$ cat src/rtl/pipe_hazard_ctrl_pkg.sv
// Shared definitions for the MIPS pipeline hazard controller: stage indices,
// controller states and the fixed stall/bubble patterns.
package pipe_pkg;

  localparam int NUM_STG = 6;

  localparam int STG_PC  = 0;
  localparam int STG_IF  = 1;
  localparam int STG_ID  = 2;
  localparam int STG_EX  = 3;
  localparam int STG_MEM = 4;
  localparam int STG_WB  = 5;

  typedef logic [NUM_STG-1:0] stg_vec_t;

  typedef enum logic [1:0] {
    ST_RUN   = 2'd0,
    ST_DRAIN = 2'd1,
    ST_FLUSH = 2'd2
  } state_t;

  // A stalling stage holds itself and everything upstream; the stage just
  // downstream receives a bubble so the older instructions keep draining.
  localparam stg_vec_t STALL_MEM  = 6'b011111;
  localparam stg_vec_t STALL_EX   = 6'b001111;
  localparam stg_vec_t STALL_ID   = 6'b000111;
  localparam stg_vec_t BUBBLE_MEM = 6'b100000;
  localparam stg_vec_t BUBBLE_EX  = 6'b010000;
  localparam stg_vec_t BUBBLE_ID  = 6'b001000;
  localparam stg_vec_t FLUSH_EXC  = 6'b011110;

endpackage

$ cat src/rtl/pipe_hazard_ctrl_if.sv
// Request/response bundle between the pipeline datapath (master) and the
// hazard controller (slave).
interface pipe_hazard_ctrl_if #(
  parameter int PC_W  = 32,
  parameter int CNT_W = 32
);
  logic             req_id;
  logic             req_ex;
  logic             req_mem;
  logic             exc_valid;
  logic [PC_W-1:0]  exc_vector;
  logic [5:0]       stall;
  logic [5:0]       flush;
  logic             redirect_valid;
  logic [PC_W-1:0]  redirect_pc;
  logic             exc_busy;
  logic             mem_timeout;
  logic [CNT_W-1:0] stall_cnt;

  modport master (
    output req_id, req_ex, req_mem, exc_valid, exc_vector,
    input  stall, flush, redirect_valid, redirect_pc, exc_busy,
           mem_timeout, stall_cnt
  );

  modport slave (
    input  req_id, req_ex, req_mem, exc_valid, exc_vector,
    output stall, flush, redirect_valid, redirect_pc, exc_busy,
           mem_timeout, stall_cnt
  );
endinterface

$ cat src/rtl/pipe_hazard_ctrl_wdog.sv
// MEM bus-wait watchdog: counts consecutive req_mem cycles and raises a sticky
// flag once the run length reaches TIMEOUT.
module pipe_wdog #(
  parameter int TIMEOUT = 255
) (
  input  logic clk,
  input  logic rst,
  input  logic req_mem,
  output logic timeout
);

  logic [15:0] cnt_q;
  logic [16:0] cnt_inc;

  // Compare against the post-increment value so the flag rises on the same
  // edge at which the count reaches TIMEOUT.
  assign cnt_inc = {1'b0, cnt_q} + 17'd1;

  // NOTE: sequential state uses non-blocking assignments so every register
  // samples the pre-edge values regardless of statement order.
  always_ff @(posedge clk or negedge rst) begin
    if (!rst) begin
      cnt_q   <= '0;
      timeout <= 1'b0;
    end else begin
      if (!req_mem)
        cnt_q <= '0;
      else if (cnt_q != '1)
        cnt_q <= cnt_inc[15:0];

      if (req_mem && (cnt_inc >= 17'(TIMEOUT)))
        timeout <= 1'b1;
    end
  end

endmodule

$ cat src/rtl/pipe_hazard_ctrl.sv
// Stall/flush sequencer for the 5-stage pipeline: merges ID/EX/MEM stall
// requests and sequences precise exception entry (drain, flush, redirect).
module pipe_hazard_ctrl
  import pipe_pkg::*;
#(
  parameter int PC_W        = 32,
  parameter int CNT_W       = 32,
  parameter int MEM_TIMEOUT = 255
) (
  input  logic               clk,
  input  logic               rst,
  pipe_hazard_ctrl_if.slave  bus
);

  state_t           state, state_nxt;
  logic [PC_W-1:0]  vec_q;
  logic [CNT_W-1:0] cnt_q;
  stg_vec_t         stall_d, flush_d;
  logic             redirect_d, busy_d;
  logic             exc_accept;

  // Only RUN can accept; later exceptions are dropped until the redirect.
  assign exc_accept = (state == ST_RUN) && bus.exc_valid;

  always_ff @(posedge clk or negedge rst) begin
    if (!rst) state <= ST_RUN;
    else      state <= state_nxt;
  end

  // NOTE: every combinational output gets a default first, so no path through
  // the case leaves a signal unassigned and no latch is inferred.
  always_comb begin
    state_nxt = state;
    unique case (state)
      ST_RUN:   if (exc_accept) state_nxt = bus.req_mem ? ST_DRAIN : ST_FLUSH;
      ST_DRAIN: if (!bus.req_mem) state_nxt = ST_FLUSH;
      ST_FLUSH: state_nxt = ST_RUN;
      default:  state_nxt = ST_RUN;
    endcase
  end

  // Outputs are forced low while reset is asserted, so a request seen during
  // reset never reaches the pipeline.
  always_comb begin
    stall_d    = '0;
    flush_d    = '0;
    redirect_d = 1'b0;
    busy_d     = 1'b0;
    if (rst) begin
      unique case (state)
        ST_RUN: begin
          if (bus.req_mem) begin
            stall_d = STALL_MEM;
            flush_d = BUBBLE_MEM;
          end else if (bus.req_ex) begin
            stall_d = STALL_EX;
            flush_d = BUBBLE_EX;
          end else if (bus.req_id) begin
            stall_d = STALL_ID;
            flush_d = BUBBLE_ID;
          end
        end
        ST_DRAIN: begin
          busy_d = 1'b1;
          if (bus.req_mem) begin
            stall_d = STALL_MEM;
            flush_d = BUBBLE_MEM;
          end
        end
        ST_FLUSH: begin
          busy_d     = 1'b1;
          redirect_d = 1'b1;
          flush_d    = FLUSH_EXC;
        end
        default: ;
      endcase
    end
  end

  always_ff @(posedge clk or negedge rst) begin
    if (!rst)            vec_q <= '0;
    else if (exc_accept) vec_q <= bus.exc_vector;
  end

  always_ff @(posedge clk or negedge rst) begin
    if (!rst)
      cnt_q <= '0;
    else if (stall_d[STG_PC] && (cnt_q != '1))
      cnt_q <= cnt_q + CNT_W'(1);
  end

  pipe_wdog #(
    .TIMEOUT (MEM_TIMEOUT)
  ) u_wdog (
    .clk     (clk),
    .rst     (rst),
    .req_mem (bus.req_mem),
    .timeout (bus.mem_timeout)
  );

  assign bus.stall          = stall_d;
  assign bus.flush          = flush_d;
  assign bus.redirect_valid = redirect_d;
  assign bus.redirect_pc    = vec_q;
  assign bus.exc_busy       = busy_d;
  assign bus.stall_cnt      = cnt_q;

endmodule

$ cat src/flat_wrapper.sv
// flat-port wrapper written by rule: the top's interface ports become plain ports
module pipe_hazard_ctrl_flat import pipe_pkg::*;
#(
  parameter int PC_W        = 32,
  parameter int CNT_W       = 32,
  parameter int MEM_TIMEOUT = 255
)
  (clk, rst, bus_req_id, bus_req_ex, bus_req_mem, bus_exc_valid, bus_exc_vector, bus_stall, bus_flush, bus_redirect_valid, bus_redirect_pc, bus_exc_busy, bus_mem_timeout, bus_stall_cnt);
  pipe_hazard_ctrl_if #(.PC_W(PC_W), .CNT_W(CNT_W)) bus_i ();
  input  logic clk;
  input  logic rst;
  input wire logic [$bits(bus_i.req_id)-1:0] bus_req_id;
  input wire logic [$bits(bus_i.req_ex)-1:0] bus_req_ex;
  input wire logic [$bits(bus_i.req_mem)-1:0] bus_req_mem;
  input wire logic [$bits(bus_i.exc_valid)-1:0] bus_exc_valid;
  input wire logic [$bits(bus_i.exc_vector)-1:0] bus_exc_vector;
  output wire logic [$bits(bus_i.stall)-1:0] bus_stall;
  output wire logic [$bits(bus_i.flush)-1:0] bus_flush;
  output wire logic [$bits(bus_i.redirect_valid)-1:0] bus_redirect_valid;
  output wire logic [$bits(bus_i.redirect_pc)-1:0] bus_redirect_pc;
  output wire logic [$bits(bus_i.exc_busy)-1:0] bus_exc_busy;
  output wire logic [$bits(bus_i.mem_timeout)-1:0] bus_mem_timeout;
  output wire logic [$bits(bus_i.stall_cnt)-1:0] bus_stall_cnt;
  assign bus_i.req_id = bus_req_id;
  assign bus_i.req_ex = bus_req_ex;
  assign bus_i.req_mem = bus_req_mem;
  assign bus_i.exc_valid = bus_exc_valid;
  assign bus_i.exc_vector = bus_exc_vector;
  assign bus_stall = bus_i.stall;
  assign bus_flush = bus_i.flush;
  assign bus_redirect_valid = bus_i.redirect_valid;
  assign bus_redirect_pc = bus_i.redirect_pc;
  assign bus_exc_busy = bus_i.exc_busy;
  assign bus_mem_timeout = bus_i.mem_timeout;
  assign bus_stall_cnt = bus_i.stall_cnt;
  pipe_hazard_ctrl #(.PC_W(PC_W), .CNT_W(CNT_W), .MEM_TIMEOUT(MEM_TIMEOUT)) u_core (.clk(clk), .rst(rst), .bus(bus_i));
endmodule
$ cat config.mk
export PLATFORM = sky130hd
export DESIGN_NAME = pipe_hazard_ctrl_flat
export DESIGN_NICKNAME = d
export VERILOG_FILES = /design/src/rtl/pipe_hazard_ctrl_pkg.sv /design/src/rtl/pipe_hazard_ctrl_if.sv /design/src/rtl/pipe_hazard_ctrl_wdog.sv /design/src/rtl/pipe_hazard_ctrl.sv /design/src/flat_wrapper.sv
export SDC_FILE = /design/constraint.sdc
export NUM_CORES = 1
export LEC_CHECK = 0
export ABC_AREA = 1
export CAP_MARGIN = 20
export CORE_MARGIN = 5
export CORE_UTILIZATION = 50
export CTS_BUF_LIST = sky130_fd_sc_hd__clkbuf_4 sky130_fd_sc_hd__clkbuf_8 sky130_fd_sc_hd__clkbuf_16
export DETAILED_ROUTE_END_ITERATION = 7
export HOLD_SLACK_MARGIN = 0.06
export PLACE_DENSITY = 0.89
export SLEW_MARGIN = 20
export SYNTH_ARGS = -nofsm -noshare
export SYNTH_HDL_FRONTEND = slang
export SYNTH_HIERARCHICAL = 1
export SYNTH_SLANG_ARGS = --single-unit
$ cat constraint.sdc
create_clock -name clk -period 2.35 [get_ports clk]
set_clock_uncertainty 0.1 [all_clocks]
set_input_delay 0.3525 -clock clk [delete_from_list [all_inputs] [get_ports clk]]
set_output_delay 0.3525 -clock clk [all_outputs]
set_load 0.005 [all_outputs]
-- Word level (Yosys, flattened, before mapping)
Index checks and enable logic that the tools add are counted.
- add/sub/neg operators: 2
- order comparisons: 1
- equal/unequal tests: 7
- multiplexer cells: 22
- reduce and logical (&&, ||, !) cells: 6
- operators by type and width (operator ; count):
    6-bit two-way mux ; 7
    32-bit by 1-bit adder with 32-bit output, second input constant ; 1
    16-bit two-way mux ; 2
    32-bit != test, second input constant ; 1
    6-bit one-hot mux with 3 select lines ; 1
    16-bit by 1-bit adder with 17-bit output, second input constant ; 1
    17-bit by 8-bit >= comparator with 1-bit output, second input constant ; 1
    16-bit != test, second input constant ; 1
    6-bit one-hot mux with 2 select lines ; 1
    2-bit two-way mux ; 3
    5-bit two-way mux ; 1
    1-bit two-way mux ; 4
    4-bit two-way mux ; 1
    2-bit by 1-bit != test with 1-bit output, second input constant ; 2
    2-bit one-hot mux with 2 select lines ; 1
    1-bit logical AND ; 3
    3-bit two-way mux ; 1
    2-bit by 1-bit equality test with 1-bit output, second input constant ; 1
    2-bit equality test, second input constant ; 1
    2-bit logical NOT ; 1
    2-bit != test, second input constant ; 1
    2-bit AND reduction ; 1
    2-bit OR reduction ; 1
- register bits after elaboration: 83
- input bits: 38
- output and inout bits: 79
- word-level logic and storage cells: 43

-- Logic depth before layout (Yosys ltp)
- depth in word-level cells: 6
- gate-level depth with buffers: 12
- gate-level depth less buffers: 11

-- Hierarchy
The synthesis kept the hierarchy.
- by module, submodules not included (module ; times used ; cells each ; area each (um2) ; seq. area each (um2)):
    pipe_hazard_ctrl ; 1 ; 442 ; 3612.2 ; 1651.6
    pipe_wdog ; 1 ; 158 ; 1102.3 ; 425.4

-- Worst setup path before layout
Ideal clock, no wire load.
- path type: register to register
- start: reg u_core.state[1]
- end: reg u_core.cnt_q[28] (netlist: u_core/bus.stall_cnt[28])
- setup time: 117 ps
- arrival: 1537 ps
- data required time: 2133 ps
- slack: 596 ps
- cell stages (with the launch flop): 13
- clock period less this slack: 1754 ps
- path through: dfrtp_1 inv_1 ha_1 nand2_1 nand2_1 inv_1 nand2_1 nand2_1 nor2_1 buf_4 nand3_1 nand2_1 nand2_1
- longest elaborated chain between the ends: 4
- elaborated cells between the ends (all ways): 5
- classes of those cells: 1 x eq/ne; 2 x mux; 2 x reduce/logical
- ends and longest elaborated chain (element ; RTL line ; RTL):
    from (decl) ; pipe_hazard_ctrl.sv:15 ; state_t state, state_nxt;
    from (signal assigned) ; pipe_hazard_ctrl.sv:27 ; else state <= state_nxt;
    2-bit by 1-bit equality test with 1-bit output / 2-bit logical NOT (equally long branches) ; pipe_hazard_ctrl.sv:50 ; unique case (state)
    6-bit one-hot mux with 2 select lines * ; pipe_hazard_ctrl.sv:50 ;
    6-bit two-way mux * ; pipe_hazard_ctrl.sv:49 ; if (rst) begin
    1-bit logical AND * ; pipe_hazard_ctrl.sv:88 ; else if (stall_d[STG_PC] && (cnt_q != '1))
    to (signal assigned) ; pipe_hazard_ctrl.sv:89 ; cnt_q <= cnt_q + CNT_W'(1);
    to (decl) ; pipe_hazard_ctrl.sv:17 ; logic [CNT_W-1:0] cnt_q;
Every way passes the cells marked *; elsewhere a longest branch is shown, timed or not.
A chain may end at the register's enable or synchronous reset.

-- Final worst setup path
- start: reg u_core.state[0]
- end: out bus_redirect_valid
- longest elaborated chain between the ends: 3
- ends and longest elaborated chain (element ; RTL line ; RTL):
    2-bit equality test ; pipe_hazard_ctrl.sv:50 ;
    1-bit two-way mux ; pipe_hazard_ctrl.sv:50 ;
    1-bit two-way mux ; pipe_hazard_ctrl.sv:49 ;
    to (decl) ; flat_wrapper.sv:19 ; output wire logic [$bits(bus_i.redirect_valid)-1:0] bus_redirect_valid;
Every way passes these cells.

==> results.toml <==
[outcome]
status = "complete, no violations"

[cts]
path_clk_slew_ps = 110
clkSinkCount = 83
tritoncts = "yes"
cts_made_buffers = 9
worstSkewPairLatency_ps = 360
htree_levels = 3
clockRootBuffer = "clkbuf_8"
cts_buffer_depth = 2

[worst_setup_path]
r2r-start = "u_core/bus.stall_cnt[0]"
crit_chain = "inv_2 -> ha_1 -> nand2_1 -> inv_1 -> clkdlybuf4s50_1"
crit_path_max_fanout = 4
max_stage_delay_ps = 560
reg2reg_slack_ps = 430
critPathKind = "reg2out"
r2r_cells = 10
cp_data_arrival_time_ps = 1780
endpoint_kind = "primary output"
worst_path_max_delay_cell = "clkdlybuf4s50_1"
cp.required_ps = 1900
r2r-end = "u_core/bus.stall_cnt[3]"
start_kind = "register"

[power]
p_leak_nw = 2.75
power_density_mw_per_mm2 = 788
seqPwrFrac_pct = 40.7
power_frac_comb_pct = 38.1
ir_worst_vdd_uv = 611
pwr-share-clk_pct = 21.1
p_switching_mw = 1.57
p_sw_share_pct = 32.3
intPower_mw = 3.30

[floorplanning]
coreArea_mm2 = 0.00920
io_pins = 117
fp.dieArea_mm2 = 0.0115
initial_core_util_pct = 51.3
rows = 35
fp.dieW_um = 107
die_h_um = 107

[global_routing]
grt_overflow = 0
grt_pass1_wl_um = 21700
antenna_found_initial = 0
grt_usage_pct = 23.5
grt_pass1_vias = 4516
grt_max_degree = 74

[sta]
slew_headroom_pct = 38.0
fin_crit_ps = 2230
finalHoldViolCount = 0
finalMaxSlewViolations = 0
post-route-period-util_pct = 95.0
tightest_slew_ps = 930
setup_tns_ps = 0
timing.final.ws_setup_ps = 116
rsz0062_at_grt = "false"
holdWs_ps = 206
finalSetupViolations = 0
max_clock_freq_ghz = 0.448

[detailed_routing]
dr_total_vias = 4449
wl_um = 12900
wl_per_cell_um = 15.4
drc = 0
firstDrtPassIters = 5
vias_per_cell = 5.31
antenna_left = 0
drtIter0Drc = 270

[logic_synthesis]
synth_seq_area_share_pct = 44.1
avgSynthCellArea_um2 = 7.86
synth.distinct_cells = 30
yosysWarningCount = 6
synth_area_mm2 = 0.00471
synthCells = 600
synth_seq_cells = 83

[placement]
place_ws_ps = 13.3
dp_hpwl_um = 9510
port_buffers = 114
place_congestion = 0.948

[final_layout]
synthToLayoutAreaGrowth_pct = 31.1
nFillCells = 735
fin_nets = 766
diodes = 0
layout-drive-gt1-share_pct = 12.0
finalCoreUtilization_pct = 67.2

[min_path]
hold_class = "in2async"

[job]
cap_violations = 0
sequential cells by signal, indices dropped and copies added, names as in the netlist:
register,count
u_core/bus.stall_cnt,32
u_core/state,2
u_core/u_wdog/timeout,1
u_core/u_wdog/cnt_q,16
u_core/bus.redirect_pc,32
final cells by class:
class | instances | area, um2 | share of cell area [%]
Clock buffer | 9 | 124 | 2.00
Sequential cell | 83 | 2080 | 33.6
Clock inverter | 7 | 65.1 | 1.05
Multi-Input combinational cell | 440 | 2310 | 37.4
Tap cell | 111 | 139 | 2.25
Timing Repair Buffer | 128 | 1240 | 20.1
Inverter | 60 | 225 | 3.64
cells by family after synthesis:
kind of cell               synth area share [%]
muxes                                      7.64
adders and majority gates                  1.59
DFF                                        44.1
AOI/OAI and AO/OA                          3.34
buffers and inverters                      7.62
and+or+nand+nor                            33.6
other                                    0.0795
xor gates and xnor gates                   2.04
routing by layer:
layer | GRT usage (%) | up-vias | share of wire [%]
li1 | - | 2148 | -
met1 | 28.9 | 2067 | 40
met2 | 38.5 | 196 | 48
met3 | 5.72 | 38 | 8.1
met4 | 11.8 | 0 | 4.0
met5 | 0 | - | 0
worst max path at each step:
stage / to / slack, ps / cells after the start / start
2_1_floorplan: u_core/bus.stall_cnt[28] / 600 / 12 / u_core/state[1]
3_3_place_gp: bus_stall[1] / 50 / 7 / bus_req_mem
3_5_place_dp: bus_stall[1] / 10 / 7 / bus_req_mem
4_1_cts: bus_stall[1] / 130 / 8 / u_core/state[0]
5_1_grt: bus_redirect_valid / 10 / 5 / u_core/state[0]
6_report: bus_redirect_valid / 120 / 5 / u_core/state[0]
worst max-delay path: cells and delay by family, from the launching register on:
kind	cells	cell delay, ps
adders and majority gates	1	170
buffers and inverters	3	790
DFF	1	410
and+or+nand+nor	1	50
cells in the final DEF, fill, tap and decap left out, types with 4 or more instances in the layout:
master / instances
a21oi_1: 9
a31oi_1: 5
buf_4: 13
clkbuf_8: 9
clkdlybuf4s50_1: 107
dfrtp_1: 83
dlygate4sd2_1: 6
ha_1: 4
inv_1: 55
inv_2: 5
inv_6: 4
mux2_2: 32
nand2_1: 204
nand2_4: 4
nand3_1: 39
nand3b_1: 9
nand4_1: 17
nor2_1: 72
nor2_2: 6
nor2_4: 5
o21ai_0: 10
xnor2_1: 6
xor2_1: 5
cells in the mapped netlist, drive strengths merged:
cell,n,area share [%]
o21a,1,0.16
conb,1,0.080
o21ai,10,1.1
xnor2,6,1.1
nor2,84,8.1
buf,17,2.8
ha,6,1.6
a31oi,5,0.66
nand3b,9,1.4
nand2,210,17
a21oi,9,0.96
clkbuf,1,0.080
o21bai,2,0.32
nor4,1,0.13
mux2,32,7.6
nand3,39,4.1
inv,60,4.8
nand4,17,2.3
dfrtp,83,44
o32ai,1,0.19
nor3,1,0.11
xor2,5,0.93
timing repair:
item	CTS	global route
resized for setup	14	0
hold endpoints to repair	10	0
hold buffers	1	0
buffers inserted	3	0
setup endpoints to repair	6	0
power groups by stage:
stage          combinational, mW  clock, mW  sequential [mW]
3_3_place_gp                1.74          0             1.98
2_1_floorplan              0.762          0             2.01
4_1_cts                     1.86       1.05             1.99
6_report                    1.86       1.03             1.98
5_1_grt                     2.02       1.11             2.03
3_5_place_dp                1.79          0             2.01
per-stage QoR:
stage	cell area [um2]	total power, mW	instances
global placement	5940	3.72	818
finish	6180	4.87	838
CTS	6180	4.89	838
detailed placement	5940	3.81	818
floorplan	4720	2.77	601
global route	6180	5.17	838
(Power assumes the default switching activity.)
